$ cat config.mk
export PLATFORM = sky130hd
export DESIGN_NAME = pipelined_control_unit
export DESIGN_NICKNAME = d
export VERILOG_FILES = /design/src/rtl/rv_ctrl_pkg.sv /design/src/rtl/ctrl_decoder.sv /design/src/rtl/pipelined_control_unit.sv
export SDC_FILE = /design/constraint.sdc
export NUM_CORES = 1
export LEC_CHECK = 0
export ABC_AREA = 0
export CORE_MARGIN = 4
export CORE_UTILIZATION = 46
export CTS_CLUSTER_SIZE = 24
export DETAILED_ROUTE_END_ITERATION = 7
export GPL_TIMING_DRIVEN = 1
export PLACE_DENSITY = 0.79
export SLEW_MARGIN = 5
export SYNTH_ARGS = -nofsm -noshare
export SYNTH_HDL_FRONTEND = slang
export SYNTH_SLANG_ARGS = --single-unit
$ cat constraint.sdc
create_clock -name clk -period 2.6 [get_ports clk]
set_input_delay 0.65 -clock clk [delete_from_list [all_inputs] [get_ports clk]]
set_output_delay 0.65 -clock clk [all_outputs]
set_load 0.02 [all_outputs]
$ cat src/rtl/rv_ctrl_pkg.sv
// Shared definitions for the RV32I pipelined control path.
// Holds opcode constants, the ALU / immediate-select / result-select
// encodings, and the packed control bundles carried by the E, M and W
// pipeline registers. Each later stage's bundle is nested inside the
// earlier one, so a stage advance is a plain sub-field copy.
package rv_ctrl_pkg;

  localparam logic [6:0] OP_R      = 7'b0110011;
  localparam logic [6:0] OP_I      = 7'b0010011;
  localparam logic [6:0] OP_LOAD   = 7'b0000011;
  localparam logic [6:0] OP_STORE  = 7'b0100011;
  localparam logic [6:0] OP_BRANCH = 7'b1100011;
  localparam logic [6:0] OP_JAL    = 7'b1101111;
  localparam logic [6:0] OP_JALR   = 7'b1100111;
  localparam logic [6:0] OP_LUI    = 7'b0110111;
  localparam logic [6:0] OP_AUIPC  = 7'b0010111;

  localparam logic [6:0] F7_BASE = 7'b0000000;
  localparam logic [6:0] F7_ALT  = 7'b0100000;

  localparam int ALU_OP_W = 4;

  typedef enum logic [ALU_OP_W-1:0] {
    ALU_ADD    = 4'd0,
    ALU_SUB    = 4'd1,
    ALU_AND    = 4'd2,
    ALU_OR     = 4'd3,
    ALU_XOR    = 4'd4,
    ALU_SLT    = 4'd5,
    ALU_SLTU   = 4'd6,
    ALU_SLL    = 4'd7,
    ALU_SRL    = 4'd8,
    ALU_SRA    = 4'd9,
    ALU_PASS_B = 4'd10
  } alu_op_e;

  typedef enum logic [2:0] {
    IMM_I = 3'b000,
    IMM_S = 3'b001,
    IMM_B = 3'b010,
    IMM_J = 3'b011,
    IMM_U = 3'b100
  } imm_src_e;

  typedef enum logic [1:0] {
    RES_ALU = 2'b00,
    RES_MEM = 2'b01,
    RES_PC4 = 2'b10
  } result_src_e;

  typedef struct packed {
    logic        reg_write;
    result_src_e result_src;
  } w_ctrl_t;

  typedef struct packed {
    w_ctrl_t w;
    logic    mem_write;
  } m_ctrl_t;

  typedef struct packed {
    m_ctrl_t    m;
    logic       jump;
    logic       branch;
    logic       jalr;
    logic [2:0] funct3;
    alu_op_e    alu_control;
    logic       alu_src;
    logic       alu_a_pc;
  } e_ctrl_t;

  localparam int W_CTRL_W = $bits(w_ctrl_t);
  localparam int M_CTRL_W = $bits(m_ctrl_t);
  localparam int E_CTRL_W = $bits(e_ctrl_t);

  // A bubble is the all-zero bundle: no writes, no redirect, ADD.
  localparam e_ctrl_t E_BUBBLE = '0;

endpackage

$ cat src/rtl/ctrl_decoder.sv
// Purely combinational main + ALU decoder for the Decode stage.
// Ports:
//   op, funct3, funct7 : instruction fields from the D stage
//   ctrl               : full control bundle for the E/M/W stages
//   imm_src            : immediate format select (I/S/B/J/U)
//   illegal            : unknown opcode, opcode disabled by parameter,
//                        or a bad funct7 on an R-type / shift-immediate
module ctrl_decoder
  import rv_ctrl_pkg::*;
#(
  parameter bit EN_JUMP   = 1'b1,
  parameter bit EN_UPPER  = 1'b1,
  parameter bit EN_BR_EXT = 1'b1
) (
  input  logic [6:0] op,
  input  logic [2:0] funct3,
  input  logic [6:0] funct7,
  output e_ctrl_t    ctrl,
  output logic [2:0] imm_src,
  output logic       illegal
);

  logic f7_ok;
  logic f7_alt;

  assign f7_ok  = (funct7 == F7_BASE) || (funct7 == F7_ALT);
  assign f7_alt = funct7[5];

  // funct7[5] selects SUB only on register-register adds (on ADDI it is
  // an immediate bit), but selects SRA on both shift forms.
  function automatic alu_op_e alu_from_f3(input logic [2:0] f3,
                                          input logic       alt,
                                          input logic       is_r);
    alu_op_e r;
    case (f3)
      3'b000:  r = (alt && is_r) ? ALU_SUB : ALU_ADD;
      3'b001:  r = ALU_SLL;
      3'b010:  r = ALU_SLT;
      3'b011:  r = ALU_SLTU;
      3'b100:  r = ALU_XOR;
      3'b101:  r = alt ? ALU_SRA : ALU_SRL;
      3'b110:  r = ALU_OR;
      default: r = ALU_AND;
    endcase
    return r;
  endfunction

  function automatic logic branch_legal(input logic [2:0] f3);
    logic r;
    case (f3)
      3'b000:                             r = 1'b1;
      3'b001, 3'b100, 3'b101,
      3'b110, 3'b111:                     r = EN_BR_EXT;
      default:                            r = 1'b0;
    endcase
    return r;
  endfunction

  always_comb begin
    ctrl        = E_BUBBLE;
    ctrl.funct3 = funct3;
    imm_src     = IMM_I;
    illegal     = 1'b0;
    case (op)
      OP_R: begin
        ctrl.m.w.reg_write = 1'b1;
        ctrl.alu_control   = alu_from_f3(funct3, f7_alt, 1'b1);
        illegal            = !f7_ok;
      end
      OP_I: begin
        ctrl.m.w.reg_write = 1'b1;
        ctrl.alu_src       = 1'b1;
        ctrl.alu_control   = alu_from_f3(funct3, f7_alt, 1'b0);
        // funct7 is only an encoding field on the shift-immediates.
        if (funct3 == 3'b001 || funct3 == 3'b101) illegal = !f7_ok;
      end
      OP_LOAD: begin
        ctrl.m.w.reg_write  = 1'b1;
        ctrl.m.w.result_src = RES_MEM;
        ctrl.alu_src        = 1'b1;
      end
      OP_STORE: begin
        ctrl.m.mem_write = 1'b1;
        ctrl.alu_src     = 1'b1;
        imm_src          = IMM_S;
      end
      OP_BRANCH: begin
        ctrl.branch      = 1'b1;
        ctrl.alu_control = ALU_SUB;
        imm_src          = IMM_B;
        illegal          = !branch_legal(funct3);
      end
      OP_JAL: begin
        ctrl.jump           = 1'b1;
        ctrl.m.w.reg_write  = 1'b1;
        ctrl.m.w.result_src = RES_PC4;
        ctrl.alu_a_pc       = 1'b1;
        ctrl.alu_src        = 1'b1;
        imm_src             = IMM_J;
        illegal             = !EN_JUMP;
      end
      OP_JALR: begin
        ctrl.jump           = 1'b1;
        ctrl.jalr           = 1'b1;
        ctrl.m.w.reg_write  = 1'b1;
        ctrl.m.w.result_src = RES_PC4;
        ctrl.alu_src        = 1'b1;
        illegal             = !EN_JUMP;
      end
      OP_LUI: begin
        ctrl.m.w.reg_write = 1'b1;
        ctrl.alu_src       = 1'b1;
        ctrl.alu_control   = ALU_PASS_B;
        imm_src            = IMM_U;
        illegal            = !EN_UPPER;
      end
      OP_AUIPC: begin
        ctrl.m.w.reg_write = 1'b1;
        ctrl.alu_src       = 1'b1;
        ctrl.alu_a_pc      = 1'b1;
        imm_src            = IMM_U;
        illegal            = !EN_UPPER;
      end
      default: illegal = 1'b1;
    endcase
  end

endmodule

$ cat src/rtl/pipelined_control_unit.sv
// Control path of the 5-stage RV32I core.
// Decodes in D, carries control through ID/EX, EX/MEM and MEM/WB, inserts
// bubbles on flush or illegal instructions, and resolves branches in EX.
// ALU_CTRL_W must be at least 4.
// Ports:
//   clk, rst                 : clock, synchronous active-high reset
//   op, funct3, funct7       : D-stage instruction fields
//   hold                     : freeze all three pipeline registers
//   flush_e                  : load ID/EX with a bubble
//   zero_e, lt_e, ltu_e      : EX-stage ALU comparison flags
//   imm_src_d, illegal_d     : D-stage combinational decode outputs
//   alu_control_e, alu_src_e, alu_a_pc_e, jalr_e, pc_src_e : EX controls
//   mem_write_m, reg_write_m : MEM controls
//   reg_write_w, result_src_w: WB controls
module pipelined_control_unit
  import rv_ctrl_pkg::*;
#(
  parameter int ALU_CTRL_W = 4,
  parameter bit EN_JUMP    = 1'b1,
  parameter bit EN_UPPER   = 1'b1,
  parameter bit EN_BR_EXT  = 1'b1
) (
  input  logic                  clk,
  input  logic                  rst,
  input  logic [6:0]            op,
  input  logic [2:0]            funct3,
  input  logic [6:0]            funct7,
  input  logic                  hold,
  input  logic                  flush_e,
  input  logic                  zero_e,
  input  logic                  lt_e,
  input  logic                  ltu_e,
  output logic [2:0]            imm_src_d,
  output logic                  illegal_d,
  output logic [ALU_CTRL_W-1:0] alu_control_e,
  output logic                  alu_src_e,
  output logic                  alu_a_pc_e,
  output logic                  jalr_e,
  output logic                  pc_src_e,
  output logic                  mem_write_m,
  output logic                  reg_write_m,
  output logic                  reg_write_w,
  output logic [1:0]            result_src_w
);

  e_ctrl_t ctrl_d;
  logic    illegal;

  e_ctrl_t ctrl_e_p0;
  m_ctrl_t ctrl_m_p1;
  w_ctrl_t ctrl_w_p2;
  logic    vld_p0;
  logic    vld_p1;
  logic    vld_p2;

  ctrl_decoder #(
    .EN_JUMP   (EN_JUMP),
    .EN_UPPER  (EN_UPPER),
    .EN_BR_EXT (EN_BR_EXT)
  ) u_dec (
    .op      (op),
    .funct3  (funct3),
    .funct7  (funct7),
    .ctrl    (ctrl_d),
    .imm_src (imm_src_d),
    .illegal (illegal)
  );

  assign illegal_d = illegal;

  function automatic logic branch_cond(input logic [2:0] f3,
                                       input logic       zero,
                                       input logic       lt,
                                       input logic       ltu);
    logic r;
    case (f3)
      3'b000:  r = zero;
      3'b001:  r = !zero;
      3'b100:  r = lt;
      3'b101:  r = !lt;
      3'b110:  r = ltu;
      3'b111:  r = !ltu;
      default: r = 1'b0;
    endcase
    return r;
  endfunction

  // hold outranks flush_e: the hazard unit keeps flush asserted until the
  // memory wait ends, so the bubble still lands on the first free edge.
  always_ff @(posedge clk) begin
    if (rst) begin
      ctrl_e_p0 <= E_BUBBLE;
      ctrl_m_p1 <= '0;
      ctrl_w_p2 <= '0;
      vld_p0    <= 1'b0;
      vld_p1    <= 1'b0;
      vld_p2    <= 1'b0;
    end else if (!hold) begin
      // D -> E
      if (flush_e || illegal) begin
        ctrl_e_p0 <= E_BUBBLE;
        vld_p0    <= 1'b0;
      end else begin
        ctrl_e_p0 <= ctrl_d;
        vld_p0    <= 1'b1;
      end
      // E -> M
      ctrl_m_p1 <= ctrl_e_p0.m;
      vld_p1    <= vld_p0;
      // M -> W
      ctrl_w_p2 <= ctrl_m_p1.w;
      vld_p2    <= vld_p1;
    end
  end

  assign alu_control_e = ALU_CTRL_W'(ctrl_e_p0.alu_control);
  assign alu_src_e     = ctrl_e_p0.alu_src;
  assign alu_a_pc_e    = ctrl_e_p0.alu_a_pc;
  assign jalr_e        = ctrl_e_p0.jalr;
  assign pc_src_e      = vld_p0 &&
                         (ctrl_e_p0.jump ||
                          (ctrl_e_p0.branch &&
                           branch_cond(ctrl_e_p0.funct3, zero_e, lt_e, ltu_e)));

  assign mem_write_m   = vld_p1 && ctrl_m_p1.mem_write;
  assign reg_write_m   = vld_p1 && ctrl_m_p1.w.reg_write;

  assign reg_write_w   = vld_p2 && ctrl_w_p2.reg_write;
  assign result_src_w  = ctrl_w_p2.result_src;

endmodule
**Word level (Yosys, flattened, before mapping)**

Index checks and enable logic that the tools add are counted.

- Reductions and logical operators: 24
- Eq/ne operators: 22
- Muxes and demuxes: 21

Operators by type and width:

| cell | count |
|---|---|
| case mux 4 bit (7 select lines) | 2 |
| == test 7 x 6 -> 1 bit (second input constant) | 4 |
| == test 3 bit (second input constant) | 8 |
| == test 7 bit (second input constant) | 3 |
| two-way mux 16 bit | 1 |
| case mux 4 bit (4 select lines) | 1 |
| == test 7 x 5 -> 1 bit (second input constant) | 2 |
| OR reduction 7 bit | 2 |
| two-way mux 1 bit | 13 |
| case mux 3 bit (4 select lines) | 1 |
| OR reduction 6 bit | 2 |
| == test 7 x 2 -> 1 bit (second input constant) | 1 |
| logical NOT 7 bit | 1 |
| == test 3 x 1 -> 1 bit (second input constant) | 2 |
| == test 3 x 2 -> 1 bit (second input constant) | 2 |
| logical NOT 3 bit | 2 |
| case mux 1 bit (6 select lines) | 1 |
| OR reduction 2 bit | 3 |
| logical AND 1 bit | 5 |
| logical NOT 1 bit | 5 |
| logical OR 1 bit | 4 |
| case mux 1 bit (4 select lines) | 1 |
| case mux 2 bit (2 select lines) | 1 |

- Register bits: 26
- Logic and storage cells: 85

**Depth between registers and ports, before layout**

- Depth in word-level cells: 8
- Depth in mapped cells: 6
- Mapped depth without buffers: 5

**Hierarchy**

A second synthesis with hierarchy kept.

- Cells, all modules: 153
- Area, all modules: 1348.8 µm²

Modules (own cells, without submodules):

| module | times used | area an instance (µm²) | cells an instance | seq. area each (µm²) |
|---|---|---|---|---|
| pipelined_control_unit | 1 | 1023.5 | 104 | 520.5 |
| ctrl_decoder | 1 | 325.3 | 49 | 0.0 |

**Worst setup path before layout**

No wires, ideal clock.

- Path type: input -> output
- From: input op[2]
- To: output illegal_d
- Path buffers: 1
- Arrival: 1.835 ns
- Slack: 0.115 ns
- Stages: 4
- Cell sequence: buf_6 -> or3_4 -> or2_4 -> o311ai_4

- Cells in the longest elaborated chain, start to end: 3
- Elaborated cells on any way between the ends: 11
- Those cells by class: 9 x eq/ne; 1 x mux; 1 x reduce/logical

RTL lines:

| what | line | text |
|---|---|---|
| from (decl) | pipelined_control_unit.sv:25 | `input logic [6:0] op,` |
| == test 7 x 2 -> 1 bit (tied with other cells) | ctrl_decoder.sv:64 | `case (op)` |
| OR reduction 6 bit (no source line) | n/a |  |
| case mux 1 bit (4 select lines) (*) | ctrl_decoder.sv:64 |  |
| to (decl) | pipelined_control_unit.sv:34 | `output logic illegal_d,` |

Mark *: on every way between the ends. The rest lies on a longest branch, timed or not.

**Worst setup path after layout**

- From: input op[3]
- To: output illegal_d

The elaborated chain is that of the path after synthesis.

==> qor.yml <==
logic_synthesis:
  ys_seq_area_share_pct: 39.5
  synth_area_um2: 1320
  synth_top_family_by_area: "simple AND/OR/NAND/NOR gates"
  synth_xor_area_share_pct: 1.99
  ys_seq_elements: 26
  synth_mux_area_share_pct: 8.36
  synth_fp_nets: 174
  ys_types: 42
  synth_fa_ha_area_share_pct: 0
  synth_compound_gate_area_share_pct: 19.7
  yosys.area_share.simple_pct: 23.2
  avgSynthCellArea_um2: 8.78
  async_flop_share_pct: 0
  synth-edff-count: 0
  synth_flop_cell: "dfxtp_1"
  ys_warn_count: 0
  syn_inst: 150
cts:
  clock_latency_ns: 0.32
  clk_pin_slew_ns: 0.13
  cts_root_buf: "clkbuf_4"
  cts_max_path_buffers: 2
  clock-sinks: 26
  h-tree-depth: 1
  ctsHoldBuffers: 0
  cts_buffers: 3
  cts_tree: "yes"
sta:
  tns_ns: -0.00105
  rsz0062_at_grt: "yes"
  finalHoldViolCount: 0
  tightest_slew_ns: 0.272
  maxSlewHeadroom_pct: 81.7
  worst_slack_ns: -0.00105
  slew_viol_final: 0
  setup_violations: 1
  finalCriticalPeriod_ns: 2.60
  post-route-period-util_pct: 100
  final.setup_skew_ns: 0.00810
  fmax_ghz: 0.384
worst_setup_path:
  cp-start-kind: "primary input"
  ff2ff_setup_slack_ns: 1.93
  crit_required_ns: 1.95
  worst_path_max_delay_cell: "or3_4"
  critical_path_class: "primary input to output port"
  critPathMaxFanout: 2
  cp.arrival_ns: 1.95
  end_kind: "output port"
  critPathMaxStageDelay_ns: 0.38
  path_cells: "dlygate4sd2_1 -> or3_4 -> or2_4 -> o311ai_4 -> buf_6"
place:
  dp_cells: 237
  portBuffers: 40
  placed_area_um2: 1900
  hpwl_um: 2820
  place_congestion: 0.839
  dp_slack_ns: -0.684
layout:
  insertedDiodeCount: 0
  utilization_pct: 70.1
  instances_no_fill: 241
  fin_area_um2: 1930
  drive_gt1_share_pct: 26.2
  fillCellCount: 236
  area_growth_syn_to_layout_pct: 46.7
  regArea_um2: 520
  multi_input_area_um2: 733
  fin_nets: 236
drt:
  firstDrtPassIters: 4
  ant_nets: 0
  routedWlPerCell_um: 14.6
  drc: 0
  vias: 1318
  viasPerCell: 5.47
  wirelength_um: 3520
  drt_iter0_drc: 37
die:
  core.rowCount: 19
  io_pins: 41
  start_util_pct: 47.8
  die_h_um: 61.5
  die_area_um2: 3780
  core_area_um2: 2760
  die-width_um: 61.5
global_routing:
  antenna_found_initial: 0
  grt_pass1_vias: 1303
  track_usage_pct: 19.4
  overflow: 0
  grt_max_degree: 15
  grt_pass1_wl_um: 5520
power:
  p_leak_nw: 0.784
  power_density_nw_per_um2: 363
  irDropWorstVdd_v: 0.000395
outcome:
  status: "finished, violations left"
  violations: "setup timing"
hold_path:
  hp-class: "flop to flop"
flow_run:
  drv_cap: 0
cell usage after synthesis, types with 2 or more instances:
cell type   n  area (um^2)
a21oi_1     7         35.0
a22o_1      4         35.0
a22o_2      3         30.0
and2_1      4         25.0
buf_2       2         10.0
buf_4       6         45.0
clkbuf_1    4         15.0
dfxtp_1    26          521
inv_1       3         11.3
mux2i_1    11          110
nand2_1    14         52.6
nand2b_1    2         12.5
nand3_1     5         25.0
nor2_1     16         60.1
nor2b_1     3         18.8
nor3_1      3         15.0
o21ai_0     7         35.0
o31ai_1     2         15.0
o41ai_1     2         17.5
or4_1       2         15.0
xnor2_1     3         26.3
worst max-delay path: cells and delay by family:
family / cells / cell delay [ns]
buf+inv: 2 / 0.41
compound gates: 1 / 0.25
simple gates: 2 / 0.63
layer usage:
metal  wire length (um)  GRT usage (%)
met3                196           3.35
met2               1840           36.5
met5                  0              0
met4                 45           6.67
met1               1440           21.6
report_power, final:
group          internal (mW)  switching (mW)
Sequential             0.399        0.000549
Clock                 0.0543           0.115
Combinational         0.0731          0.0602
Total                  0.527           0.176
cells in the final DEF (no fill, tap or decap), drive strengths merged:
master | netlist | final
a22o | 7 | 7
a41oi | 1 | 1
or2b | 1 | 1
o22ai | 1 | 1
nand3 | 5 | 5
nand2 | 14 | 14
nor2b | 3 | 3
dfxtp | 26 | 26
or2 | 2 | 2
nor4 | 1 | 1
nor3 | 3 | 3
o2bb2ai | 1 | 1
o311ai | 1 | 1
xnor2 | 3 | 3
a21o | 2 | 2
nor2 | 17 | 17
mux2i | 11 | 11
o31ai | 2 | 2
or3 | 2 | 2
nand3b | 1 | 1
and2 | 4 | 4
buf | 10 | 36
a21oi | 7 | 7
and3b | 1 | 1
or4 | 2 | 2
dlygate4sd2 | 0 | 8
a211oi | 1 | 1
o21ai | 7 | 7
inv | 3 | 3
clkdlybuf4s50 | 0 | 27
nand2b | 2 | 2
a32oi | 1 | 1
o32ai | 1 | 1
clkbuf | 4 | 3
nor3b | 1 | 1
o41ai | 2 | 2
cell families after synthesis:
kind of cell | count (synthesis)
AOI/OAI and AO/OA | 34
xor gates and xnor gates | 3
buffers and inverters | 17
DFF | 26
muxes | 11
and+or+nand+nor | 59
registers in the layout, summed over array words and instances, names as in the netlist:
| signal | cells |
|---|---|
| vld_p1 | 1 |
| ctrl_e_p0 | 9 |
| result_src_w | 2 |
| alu_src_e | 1 |
| vld_p0 | 1 |
| ctrl_m_p1 | 4 |
| jalr_e | 1 |
| alu_control_e | 4 |
| alu_a_pc_e | 1 |
| vld_p2 | 1 |
| ctrl_w_p2 | 1 |
cell type report:
| type | instances | area share [%] |
|---|---|---|
| well taps | 31 | 2.01 |
| flip-flops and latches | 26 | 26.9 |
| clock buffers | 3 | 1.17 |
| repair buffers | 71 | 31.4 |
| multi-input cells | 107 | 37.9 |
| inverters | 3 | 0.583 |
stage by stage:
step                hold slack (ns)  total power [mW]
floorplan                     0.420             0.461
global placement              0.440             0.538
detailed placement            0.442             0.541
CTS                           0.467             0.698
global route                  0.493             0.733
finish                        0.465             0.702
path summary, 6_finish.rpt:
| check | startpoint | to | cells after the start |
|---|---|---|---|
| hold / removal | ctrl_e_p0[13] | ctrl_e_p0[13] | 2 |
| setup / recovery | op[3] | illegal_d | 5 |
| setup reg to reg | ctrl_e_p0[15] | ctrl_e_p0[15] | 1 |
| hold reg to reg | ctrl_e_p0[13] | ctrl_e_p0[13] | 2 |
timing repair:
item | 4_1_cts | 5_1_grt
resized for setup | 32 | 8
setup buffers | 1 | 0
endpoints found under the hold margin | 0 | 0
endpoints found under the setup margin | 5 | 5
pin swaps | 5 | 2
Note: power is estimated with default switching activity, not from simulation.
